$ cat src/rtl/uart_cmd_ctrl_pkg.sv
// Shared definitions for the UART command-frame controller: FSM states,
// command codes and the default frame start marker.
package uart_cmd_ctrl_pkg;

  localparam int unsigned BYTE_W = 8;

  typedef enum logic [1:0] {
    ST_IDLE = 2'd0,
    ST_CMD  = 2'd1,
    ST_ARG  = 2'd2,
    ST_CHK  = 2'd3
  } state_e;

  localparam logic [BYTE_W-1:0] CMD_SET           = 8'h01;
  localparam logic [BYTE_W-1:0] CMD_TOGGLE        = 8'h02;
  localparam logic [BYTE_W-1:0] CMD_CLEAR         = 8'h03;
  localparam logic [BYTE_W-1:0] DEFAULT_SYNC_BYTE = 8'hA5;

  // Saturating 8-bit increment for the error counter.
  function automatic logic [BYTE_W-1:0] sat_inc(input logic [BYTE_W-1:0] v);
    return (v == 8'hFF) ? v : v + 8'd1;
  endfunction

endpackage

$ cat src/rtl/rx_timeout_timer.sv
// Inter-byte idle timer: counts enabled cycles since the last clear and
// flags the cycle in which the count reaches CYCLES-1.
module rx_timeout_timer #(
  parameter int unsigned CYCLES = 50
) (
  input  logic i_clk,
  input  logic i_rst_n,
  input  logic i_clear,
  input  logic i_enable,
  output logic o_expire_c
);

  localparam int unsigned CNT_W = (CYCLES > 1) ? $clog2(CYCLES) : 1;

  logic [CNT_W-1:0] cnt_q, cnt_d;

  always_comb begin
    cnt_d = cnt_q;
    if (i_clear)       cnt_d = '0;
    else if (i_enable) cnt_d = cnt_q + CNT_W'(1);
  end

  always_ff @(posedge i_clk or negedge i_rst_n) begin
    if (!i_rst_n) cnt_q <= '0;
    else          cnt_q <= cnt_d;
  end

  assign o_expire_c = i_enable && (cnt_q == CNT_W'(CYCLES - 1));

endmodule

$ cat src/rtl/uart_cmd_ctrl.sv
// Parses SYNC/CMD/ARG/CHK frames from the UART byte stream and executes
// LED commands; flags bad checksums, unknown commands and idle timeouts.
module uart_cmd_ctrl
  import uart_cmd_ctrl_pkg::*;
#(
  parameter int unsigned CLK_HZ         = 12_000_000,
  parameter int unsigned TIMEOUT_CYCLES = CLK_HZ / 100,
  parameter logic [7:0]  SYNC_BYTE      = DEFAULT_SYNC_BYTE,
  parameter int unsigned NUM_LEDS       = 5
) (
  input  logic                i_clk,
  input  logic                i_rst_n,
  input  logic                i_rx_valid,
  input  logic [7:0]          i_rx_data,
  output logic [NUM_LEDS-1:0] o_leds,
  output logic                o_frame_ok,
  output logic                o_frame_err,
  output logic                o_busy,
  output logic [7:0]          o_err_cnt
);

  state_e              state_q, state_d;
  logic [7:0]          cmd_q, cmd_d;
  logic [7:0]          arg_q, arg_d;
  logic [NUM_LEDS-1:0] leds_q, leds_d;
  logic                ok_q, ok_d;
  logic                err_q, err_d;
  logic                busy_q, busy_d;
  logic [7:0]          err_cnt_q, err_cnt_d;
  logic                expire_c;

  rx_timeout_timer #(
    .CYCLES(TIMEOUT_CYCLES)
  ) u_timer (
    .i_clk     (i_clk),
    .i_rst_n   (i_rst_n),
    .i_clear   (i_rx_valid || (state_q == ST_IDLE)),
    .i_enable  (state_q != ST_IDLE),
    .o_expire_c(expire_c)
  );

  always_comb begin
    state_d = state_q;
    cmd_d   = cmd_q;
    arg_d   = arg_q;
    leds_d  = leds_q;
    ok_d    = 1'b0;
    err_d   = 1'b0;
    case (state_q)
      ST_IDLE: if (i_rx_valid && (i_rx_data == SYNC_BYTE)) state_d = ST_CMD;
      ST_CMD: if (i_rx_valid) begin
        cmd_d   = i_rx_data;
        state_d = ST_ARG;
      end
      ST_ARG: if (i_rx_valid) begin
        arg_d   = i_rx_data;
        state_d = ST_CHK;
      end
      ST_CHK: if (i_rx_valid) begin
        state_d = ST_IDLE;
        if (i_rx_data != (cmd_q ^ arg_q)) begin
          err_d = 1'b1;
        end else begin
          case (cmd_q)
            CMD_SET:    begin leds_d = arg_q[NUM_LEDS-1:0];          ok_d = 1'b1; end
            CMD_TOGGLE: begin leds_d = leds_q ^ arg_q[NUM_LEDS-1:0]; ok_d = 1'b1; end
            CMD_CLEAR:  begin leds_d = '0;                           ok_d = 1'b1; end
            default:    err_d = 1'b1;
          endcase
        end
      end
      default: state_d = ST_IDLE;
    endcase
    // A byte arriving in the expiry cycle takes priority over the timeout.
    if (!i_rx_valid && expire_c) begin
      state_d = ST_IDLE;
      err_d   = 1'b1;
    end
    busy_d    = (state_d != ST_IDLE);
    err_cnt_d = err_d ? sat_inc(err_cnt_q) : err_cnt_q;
  end

  always_ff @(posedge i_clk or negedge i_rst_n) begin
    if (!i_rst_n) begin
      state_q   <= ST_IDLE;
      cmd_q     <= '0;
      arg_q     <= '0;
      leds_q    <= '0;
      ok_q      <= 1'b0;
      err_q     <= 1'b0;
      busy_q    <= 1'b0;
      err_cnt_q <= '0;
    end else begin
      state_q   <= state_d;
      cmd_q     <= cmd_d;
      arg_q     <= arg_d;
      leds_q    <= leds_d;
      ok_q      <= ok_d;
      err_q     <= err_d;
      busy_q    <= busy_d;
      err_cnt_q <= err_cnt_d;
    end
  end

  assign o_leds      = leds_q;
  assign o_frame_ok  = ok_q;
  assign o_frame_err = err_q;
  assign o_busy      = busy_q;
  assign o_err_cnt   = err_cnt_q;

endmodule
$ cat config.mk
export PLATFORM = sky130hd
export DESIGN_NAME = uart_cmd_ctrl
export DESIGN_NICKNAME = d
export VERILOG_FILES = /design/src/rtl/uart_cmd_ctrl_pkg.sv /design/src/rtl/rx_timeout_timer.sv /design/src/rtl/uart_cmd_ctrl.sv
export SDC_FILE = /design/constraint.sdc
export NUM_CORES = 1
export LEC_CHECK = 0
export CAP_MARGIN = 20
export CORE_MARGIN = 2
export CORE_UTILIZATION = 30
export DETAILED_ROUTE_END_ITERATION = 12
export GPL_ROUTABILITY_DRIVEN = 0
export PLACE_DENSITY = 0.57
export SETUP_SLACK_MARGIN = 0.05
export SYNTH_ARGS = -nofsm -noshare
export SYNTH_HDL_FRONTEND = slang
export SYNTH_HIERARCHICAL = 1
export SYNTH_SLANG_ARGS = --single-unit
$ cat constraint.sdc
create_clock -name i_clk -period 6 [get_ports i_clk]
set_clock_uncertainty 0.15 [all_clocks]
set_input_delay 0.6 -clock i_clk [delete_from_list [all_inputs] [get_ports i_clk]]
set_output_delay 0.6 -clock i_clk [all_outputs]
set_load 0.005 [all_outputs]
==> results of run 1 <==
metrics by stage:
stage	cells	worst slack, ns	hold slack (ns)
after floorplan	234	3.300	0.1544
after global placement	363	2.805	0.3260
after detailed placement	363	2.716	0.3344
after CTS	370	3.025	0.2723
after global routing	370	2.885	0.3076
final	370	3.040	0.2481
layout by cell type (no fill, tap or decap), types with 3 or more instances in the layout:
cell and count:
nor4_1 6, clkbuf_8 6, nand2_1 7, a22oi_1 5
a21oi_1 4, dfrtp_1 51, nand2b_1 3, nand3_1 16
inv_1 7, nor2_1 24, xnor2_1 24, and3_1 3
clkdlybuf4s50_1 25, or4b_1 5, mux2_2 17, nand4_1 10
xor2_1 6
how the worst max path moves through the flow:
stage / to / startpoint / depth (start not counted)
floorplan: o_leds[0]$_DFFE_PN0P_ / cmd_q[3]$_DFFE_PN0P_ / 7
global placement: o_leds[0]$_DFFE_PN0P_ / i_rx_data[5] / 7
detailed placement: o_leds[4]$_DFFE_PN0P_ / i_rx_data[5] / 7
CTS: o_leds[4]$_DFFE_PN0P_ / i_rx_data[5] / 7
global route: o_leds[4]$_DFFE_PN0P_ / i_rx_data[5] / 7
finish: o_leds[4]$_DFFE_PN0P_ / i_rx_data[5] / 7
cell type report:
type,instances,area (um^2)
clock inverters,1,5.005
clock buffers,6,82.58
flip-flops and latches,51,1276
inverters,7,26.28
well taps,108,135.1
fillers,886,5569
repair buffers,28,270.3
multi-input cells,169,1314
metal layers:
| layer | share of wire [%] | vias to the layer above | wire, um | GRT usage [%] |
|---|---|---|---|---|
| li1 | - | 895 | - | - |
| met1 | 51 | 920 | 2561 | 16.40 |
| met2 | 44 | 25 | 2182 | 16.27 |
| met3 | 3.8 | 6 | 192 | 3.150 |
| met4 | 1.4 | 0 | 72 | 3.477 |
| met5 | 0 | - | 0 | 0 |
worst max-delay path, stage by stage:
cell	delay, ns
clkdlybuf4s50_1	0.47
xnor3_1	0.31
nand2_1	0.05
or4_4	0.56
nor4_1	0.77
a22oi_1	0.15
nand3_1	0.14
power groups by stage:
stage / clock network (uW) / registers [uW] / logic, uW
3_5_place_dp: 0 / 551 / 382
5_1_grt: 230 / 561 / 418
4_1_cts: 214 / 544 / 385
3_3_place_gp: 0 / 547 / 378
6_report: 204 / 544 / 378
2_1_floorplan: 0 / 519 / 301
logic make-up after synthesis:
logic type               after synthesis
adder cells (fa/ha/maj)                2
AO/OA/AOI/OAI                         21
AND/OR/NAND/NOR                       95
XOR/XNOR                              33
flip-flops                            51
multiplexers                          18
buffers and inverters                 14
state kept, by name, indices dropped and copies added, names as in the netlist, 2 cells and up:
signal	count
arg_q	8
cmd_q	8
o_err_cnt	8
o_leds	5
state_q	2
u_timer/cnt_q	17
==> impl_metrics.toml, run 1 <==
[cts]
ctsHoldBuffers = 0
cts.repair.resized = 0
clk_path_buf_depth = 2
cts_sinks = 51
cts.htree.levels = 2
cts.clk_slew.worst_paths_ns = 0.09
post_cts_buffers = 0
cts_tree = "done"
numCtsBuffers = 5
clk_latency_ns = 0.31
cts_root_buf = "clkbuf_8"

[critical_path]
ff2ff_setup_slack_ns = 3.18
rr_worst_depth = 6
arrival_ns = 3.05
crit_type = "in2reg"
crit_fanout = 5
timing.rr.start = "cmd_q[3]$_DFFE_PN0P_"
worstPathRequired_ns = 6.09
crit_path_end_kind = "register"
critPathLaunchType = "input port"
r2r-end = "o_leds[4]$_DFFE_PN0P_"

[route]
wire_per_inst_um = 13.54
vias_per_cell = 4.989
drtIter0Drc = 60
via_count = 1846
drt_wl_total_um = 5008
dr.pass1.iters = 4
antenna_left = 0
drc = 0

[yosys]
synth_top_family_by_area = "simple AND/OR/NAND/NOR gates"
synth_ff_type = "dfrtp_1"
yosysTopAreaCell = "dfrtp_1"
netlist.area_leader.share_pct = 47.80
synth_cell_types = 49
synthArstFlopShare_pct = 100.0
synth-compound-area-share_pct = 6.326
synthSimpleGateAreaFrac_pct = 21.93
synthMuxAreaShare_pct = 7.545
yosysSeqAreaShare_pct = 47.80
synth_area_leaders = "dfrtp_1, xnor2_1, mux2_2"
yosysMostFrequentCell = "dfrtp_1"
syn_area_um2 = 2670
synth_warnings = 6
syn_inst = 234
synthXorXnorAreaFrac_pct = 12.46
syn-num-nets = 247
synth_edf_count = 0
syn_avg_cell_area_um2 = 11.41
synthAdderAreaFrac_pct = 0.9372
synth_common_cells = "dfrtp_1, nor2_1, xnor2_1, mux2_2, nand3_1"
ys_ff_latch = 51

[flow_run]
maxCapViolations = 0

[place]
hpwl_um = 3501
port_buffers = 26
place_area_um2 = 3022

[floorplan]
rows = 34
start_util_pct = 30.77
coreArea_um2 = 8678
die_area_um2 = 9671
die_h_um = 98.34
pin_count = 27
fp.dieW_um = 98.34

[grt]
antenna_found_initial = 0
grt_use_total_pct = 11.27
grt_max_degree = 52
grt_pass1_wl_um = 8914
globalRouteOverflowTotal = 0
grt_pass1_vias = 1803

[sta]
rsz0062_at_grt = "false"
tns_ns = 0
hold_viol = 0
fmax_mhz = 337.9
final.period_utilization_pct = 49.33
setup_violations = 0
final.min_clock_period_ns = 2.960
slew_headroom_pct = 38.27
timing.final.max_slew_violations = 0
worstMarginPinSlew_ns = 0.9175

[power_and_ir_drop]
power_leakage_uw = 0.001232
switchingPower_uw = 378.3
power_density_nw_per_um2 = 362.1
ir_drop_uv = 124.7
totalPowerFinal_uw = 1126
seqPwrFrac_pct = 48.3
switching_share_pct = 33.60
power.share.clock_pct = 18.1
p_int_uw = 747.6
comb_power_share_pct = 33.5

[finish]
design.final.nets = 275
diodes = 0
fin_area_um2 = 3109
final_core_util_pct = 35.83
area_delta_synth_final_pct = 16.45
layout-drive-gt1-share_pct = 15.65

[outcome]
status = "finished clean"

[min_path]
hold_path_class = "in2async"
Note: power is estimated with default switching activity, not from simulation.
==> inputs of run 2 (changes only) <==
clock period = 2.8 ns   (was 6 ns; I/O delays follow)
==> impl_metrics.toml, run 2 (synthesis gave the netlist of run 1 again) <==
[outcome]
status = "finished clean"

[finish]
fillers = 882
largest_reg_flops = 17
layout-drive-gt1-share_pct = 21.99
layout_commonest_cell = "dfrtp_1"
area_delta_synth_final_pct = 22.35
final_cells = 390
most-common-layout-cells = "dfrtp_1, clkdlybuf4s50_1, nor2_1"
top_register = "u_timer/cnt_q"
design.final.nets = 294
diodes = 0
final_core_util_pct = 37.64

[flow_run]
maxCapViolations = 0

[sta]
setup_violations = 0
hold_viol = 0
timing.final.max_slew_violations = 0
rsz0062_at_grt = "true"
worstMarginPinSlew_ns = 0.5071
hold_ws_ns = 0.3231
final.min_clock_period_ns = 2.605
tns_ns = 0
final.period_utilization_pct = 93.04
slew_headroom_pct = 66.20
fmax_mhz = 383.9

[critical_path]
worstPathRequired_ns = 2.89
critPathLaunchType = "register"
crit_path_end_kind = "register"
crit_type = "reg2reg"
crit_fanout = 5
arrival_ns = 2.70

[cts]
post_cts_buffers = 0
clk_latency_ns = 0.31
cts_root_buf = "clkbuf_8"
cts_tree = "done"
clk_path_buf_depth = 2
cts.clk_slew.worst_paths_ns = 0.09
cts.htree.levels = 2
numCtsBuffers = 5
cts_sinks = 51

[power_and_ir_drop]
comb_power_share_pct = 37.6
seqPwrFrac_pct = 45.7
power_density_nw_per_um2 = 767.0
ir_drop_uv = 225.9
power_leakage_uw = 0.001319
switching_share_pct = 33.84
p_int_uw = 1658
switchingPower_uw = 847.9
power.share.clock_pct = 16.7
totalPowerFinal_uw = 2506

[route]
drc = 0
dr.pass1.iters = 4
drt_wl_total_um = 5279
drtIter0Drc = 43
via_count = 1890
antenna_left = 0
wire_per_inst_um = 13.54
vias_per_cell = 4.846

[floorplan]
die_h_um = 98.34
coreArea_um2 = 8678
fp.dieW_um = 98.34
pin_count = 27
rows = 34
die_area_um2 = 9671
start_util_pct = 30.77

[grt]
antenna_found_initial = 0
grt_max_degree = 32
grt_use_total_pct = 11.54
globalRouteOverflowTotal = 0
grt_pass1_vias = 1831
grt_pass1_wl_um = 9032

[place]
port_buffers = 26
dp.cells = 380
hpwl_um = 3751

[min_path]
hold_path_class = "in2async"
run 2: timing repair:
item                                   4_1_cts  5_1_grt
endpoints found under the hold margin       20        0
gates resized for setup                      0        4
setup endpoints to repair                    0       10
hold buffers                                 1        0
run 2: worst paths after layout:
path	startpoint	to	slack, ns	cells past startpoint
min reg2reg	o_err_cnt[7]$_DFFE_PN0P_	o_err_cnt[7]$_DFFE_PN0P_	0.35	1
max	cmd_q[3]$_DFFE_PN0P_	o_leds[0]$_DFFE_PN0P_	0.19	6
min	i_rst_n	arg_q[2]$_DFFE_PN0P_	0.32	2
max in group asynchronous	i_rst_n	u_timer/cnt_q[0]$_DFFE_PN0P_	1.38	3
max reg2reg	cmd_q[3]$_DFFE_PN0P_	o_leds[0]$_DFFE_PN0P_	0.19	6
min in group i_clk	o_err_cnt[7]$_DFFE_PN0P_	o_err_cnt[7]$_DFFE_PN0P_	0.35	1
run 2: power by group through the flow:
stage / Sequential, uW / Clock [uW] / Combinational [uW]
after global routing: 1180 / 473 / 1040
after floorplan: 1110 / 0 / 645
after detailed placement: 1150 / 0 / 934
after global placement: 1140 / 0 / 925
final: 1150 / 419 / 941
after CTS: 1140 / 439 / 940
run 2: layout make-up:
cell class	instances	area [um^2]	share of cell area [%]
clock inverter	2	12.51	0.3830
inverter	7	26.28	0.8043
sequential	51	1277	39.10
timing repair buffer	46	407.9	12.49
multi-input combinational	170	1335	40.87
clock buffer	6	72.57	2.221
tap	108	135.1	4.136
run 2: critical path: stages, from the launching register on:
cell and delay, ns:
dfrtp_1 0.40, xnor3_1 0.37, nand2_1 0.05, or4_4 0.56, or3_4 0.42, or4b_1 0.51, nand3_1 0.08
run 2: per-layer routing:
layer	vias to the layer above	track usage, %	part of all wire (%)
li1	940	-	-
met4	0	3.477	1.1
met3	5	3.006	3.5
met5	-	0	0
met2	24	17.37	44
met1	921	16.38	51
run 2: through the flow:
stage               worst slack (ns)  cell area (um^2)
floorplan                    0.09980              2670
global placement            -0.05184              3149
detailed placement          -0.09266              3149
CTS                          0.07416              3244
global route                 0.04157              3267
finish                        0.1950              3267
==> inputs of run 3 (changes only) <==
CORE_ASPECT_RATIO = 0.5   (was not set)
==> impl_metrics.toml, run 3 (synthesis gave the netlist of run 1 again) <==
[grt]
globalRouteMet2Util_pct = 20.90
grt_use_met1_pct = 15.35
grt_use_met3_pct = 2.796
grt_max_degree = 28
top_usage_layer = "met2"
grt_use_total_pct = 12.25
grt_pass1_wl_um = 9397
globalRouteOverflowTotal = 0
antenna_found_initial = 0
grt_pass1_vias = 2000

[sta]
rsz0062_at_grt = "true"
slew_headroom_pct = 63.33
setup_violations = 0
final.min_clock_period_ns = 2.662
timing.final.max_slew_violations = 0
fmax_mhz = 375.7
hold_viol = 0
worstMarginPinSlew_ns = 0.5500
final.period_utilization_pct = 95.06
tns_ns = 0
setup_slack_ns = 0.1383
hold_ws_ns = 0.3422

[route]
dr.pass1.iters = 4
wire_per_inst_um = 13.54
drc = 0
antenna_left = 0
via_count = 1889
vias_per_cell = 4.734
drt_wl_total_um = 5403
drtIter0Drc = 76

[place]
hpwl_um = 3893
port_buffers = 26
place_ws_ns = -0.05493

[min_path]
min_from = "o_err_cnt[7]$_DFFE_PN0P_"
whs_endpoint = "o_err_cnt[7]$_DFFE_PN0P_"
hold_path_class = "reg2reg"
holdPathStages = 1

[critical_path]
crit_type = "reg2reg"
r2r-end = "o_leds[3]$_DFFE_PN0P_"
timing.rr.start = "cmd_q[3]$_DFFE_PN0P_"
ff2ff_setup_slack_ns = 0.14
worstPathRequired_ns = 2.88
critPathLaunchType = "register"
rr_worst_depth = 6
crit_path_end_kind = "register"
crit_fanout = 8
arrival_ns = 2.74

[cts]
clk_path_buf_depth = 2
clk_latency_ns = 0.29
cts.htree.levels = 2
cts_sinks = 51
cts.clk_slew.worst_paths_ns = 0.07
cts_root_buf = "clkbuf_16"
cts_tree = "done"
cts.repair.resized = 0
numCtsBuffers = 5

[finish]
layout_commonest_cell = "dfrtp_1"
final_core_util_pct = 38.29
multiInputGateArea_um2 = 1314
layout-drive-gt1-share_pct = 21.28
top_register = "u_timer/cnt_q"
design.final.nets = 294
fillers = 835
diodes = 0
regArea_um2 = 1276
largest_reg_flops = 17
area_delta_synth_final_pct = 24.46
most-common-layout-cells = "dfrtp_1, clkdlybuf4s50_1, xnor2_1, nor2_1, buf_4"

[power_and_ir_drop]
power.share.clock_pct = 22.6
seqPwrFrac_pct = 42.9
power_leakage_uw = 0.001345
ir_drop_uv = 291.9
comb_power_share_pct = 34.5
power_density_nw_per_um2 = 802.1
switching_share_pct = 32.40
switchingPower_uw = 863.6
totalPowerFinal_uw = 2665
p_int_uw = 1802

[floorplan]
pin_count = 27
coreArea_um2 = 8678
die_h_um = 70.71
rows = 24
start_util_pct = 30.77
die_area_um2 = 9717
fp.dieW_um = 137.4

[flow_run]
maxCapViolations = 0

[outcome]
status = "finished clean"
## run 3: cell types whose count changed in the layout (fill, tap and decap cells not counted), sizes merged
cell and delta:
buf +1, clkbuf -1, clkinvlp +1, or3 -1
## run 3: critical path, stage by stage (launching register included)
cell and delay (ns):
dfrtp_1 0.40, or4_4 0.56, a2111oi_4 0.35, nand4_2 0.15, or3_4 0.39, or4b_1 0.52
nand3_1 0.08
## run 3: final cells by class
type	count	area share (%)
flip-flops and latches	51	38.40
multi-input cells	169	39.53
clock buffers	5	3.765
well taps	117	4.405
inverters	7	0.7907
repair buffers	47	12.50
clock inverters	3	0.6024
## run 3: power groups by stage
stage	Combinational, uW	Clock, uW	Sequential (uW)
2_1_floorplan	645	0	1110
3_3_place_gp	886	0	1150
3_5_place_dp	898	0	1160
4_1_cts	908	625	1150
5_1_grt	1010	664	1180
6_report	921	602	1140
## run 3: worst max path at each step
stage,from,end,slack (ns)
after global placement,i_rx_data[5],o_leds[4]$_DFFE_PN0P_,-0.02
after CTS,cmd_q[3]$_DFFE_PN0P_,o_leds[3]$_DFFE_PN0P_,0.09
after floorplan,cmd_q[3]$_DFFE_PN0P_,o_leds[0]$_DFFE_PN0P_,0.1
after global routing,cmd_q[3]$_DFFE_PN0P_,o_leds[3]$_DFFE_PN0P_,0.04
final,cmd_q[3]$_DFFE_PN0P_,o_leds[3]$_DFFE_PN0P_,0.14
after detailed placement,i_rx_data[5],o_leds[3]$_DFFE_PN0P_,-0.05
## run 3: per-stage QoR
step                std cells  area [um^2]
finish                    399         3323
global route              399         3323
global placement          388         3153
floorplan                 234         2670
detailed placement        388         3153
CTS                       397         3308
## run 3: layer usage
metal	wire (um)	share of wire [%]
met3	136	2.5
met2	2588	48
met5	0	0
met1	2604	48
met4	74	1.4
## run 3: repair_timing
action | in CTS | in global routing
hold buffers | 1 | 0
setup endpoints to repair | 0 | 5
hold endpoints to repair | 24 | 0
buffers inserted | 0 | 2
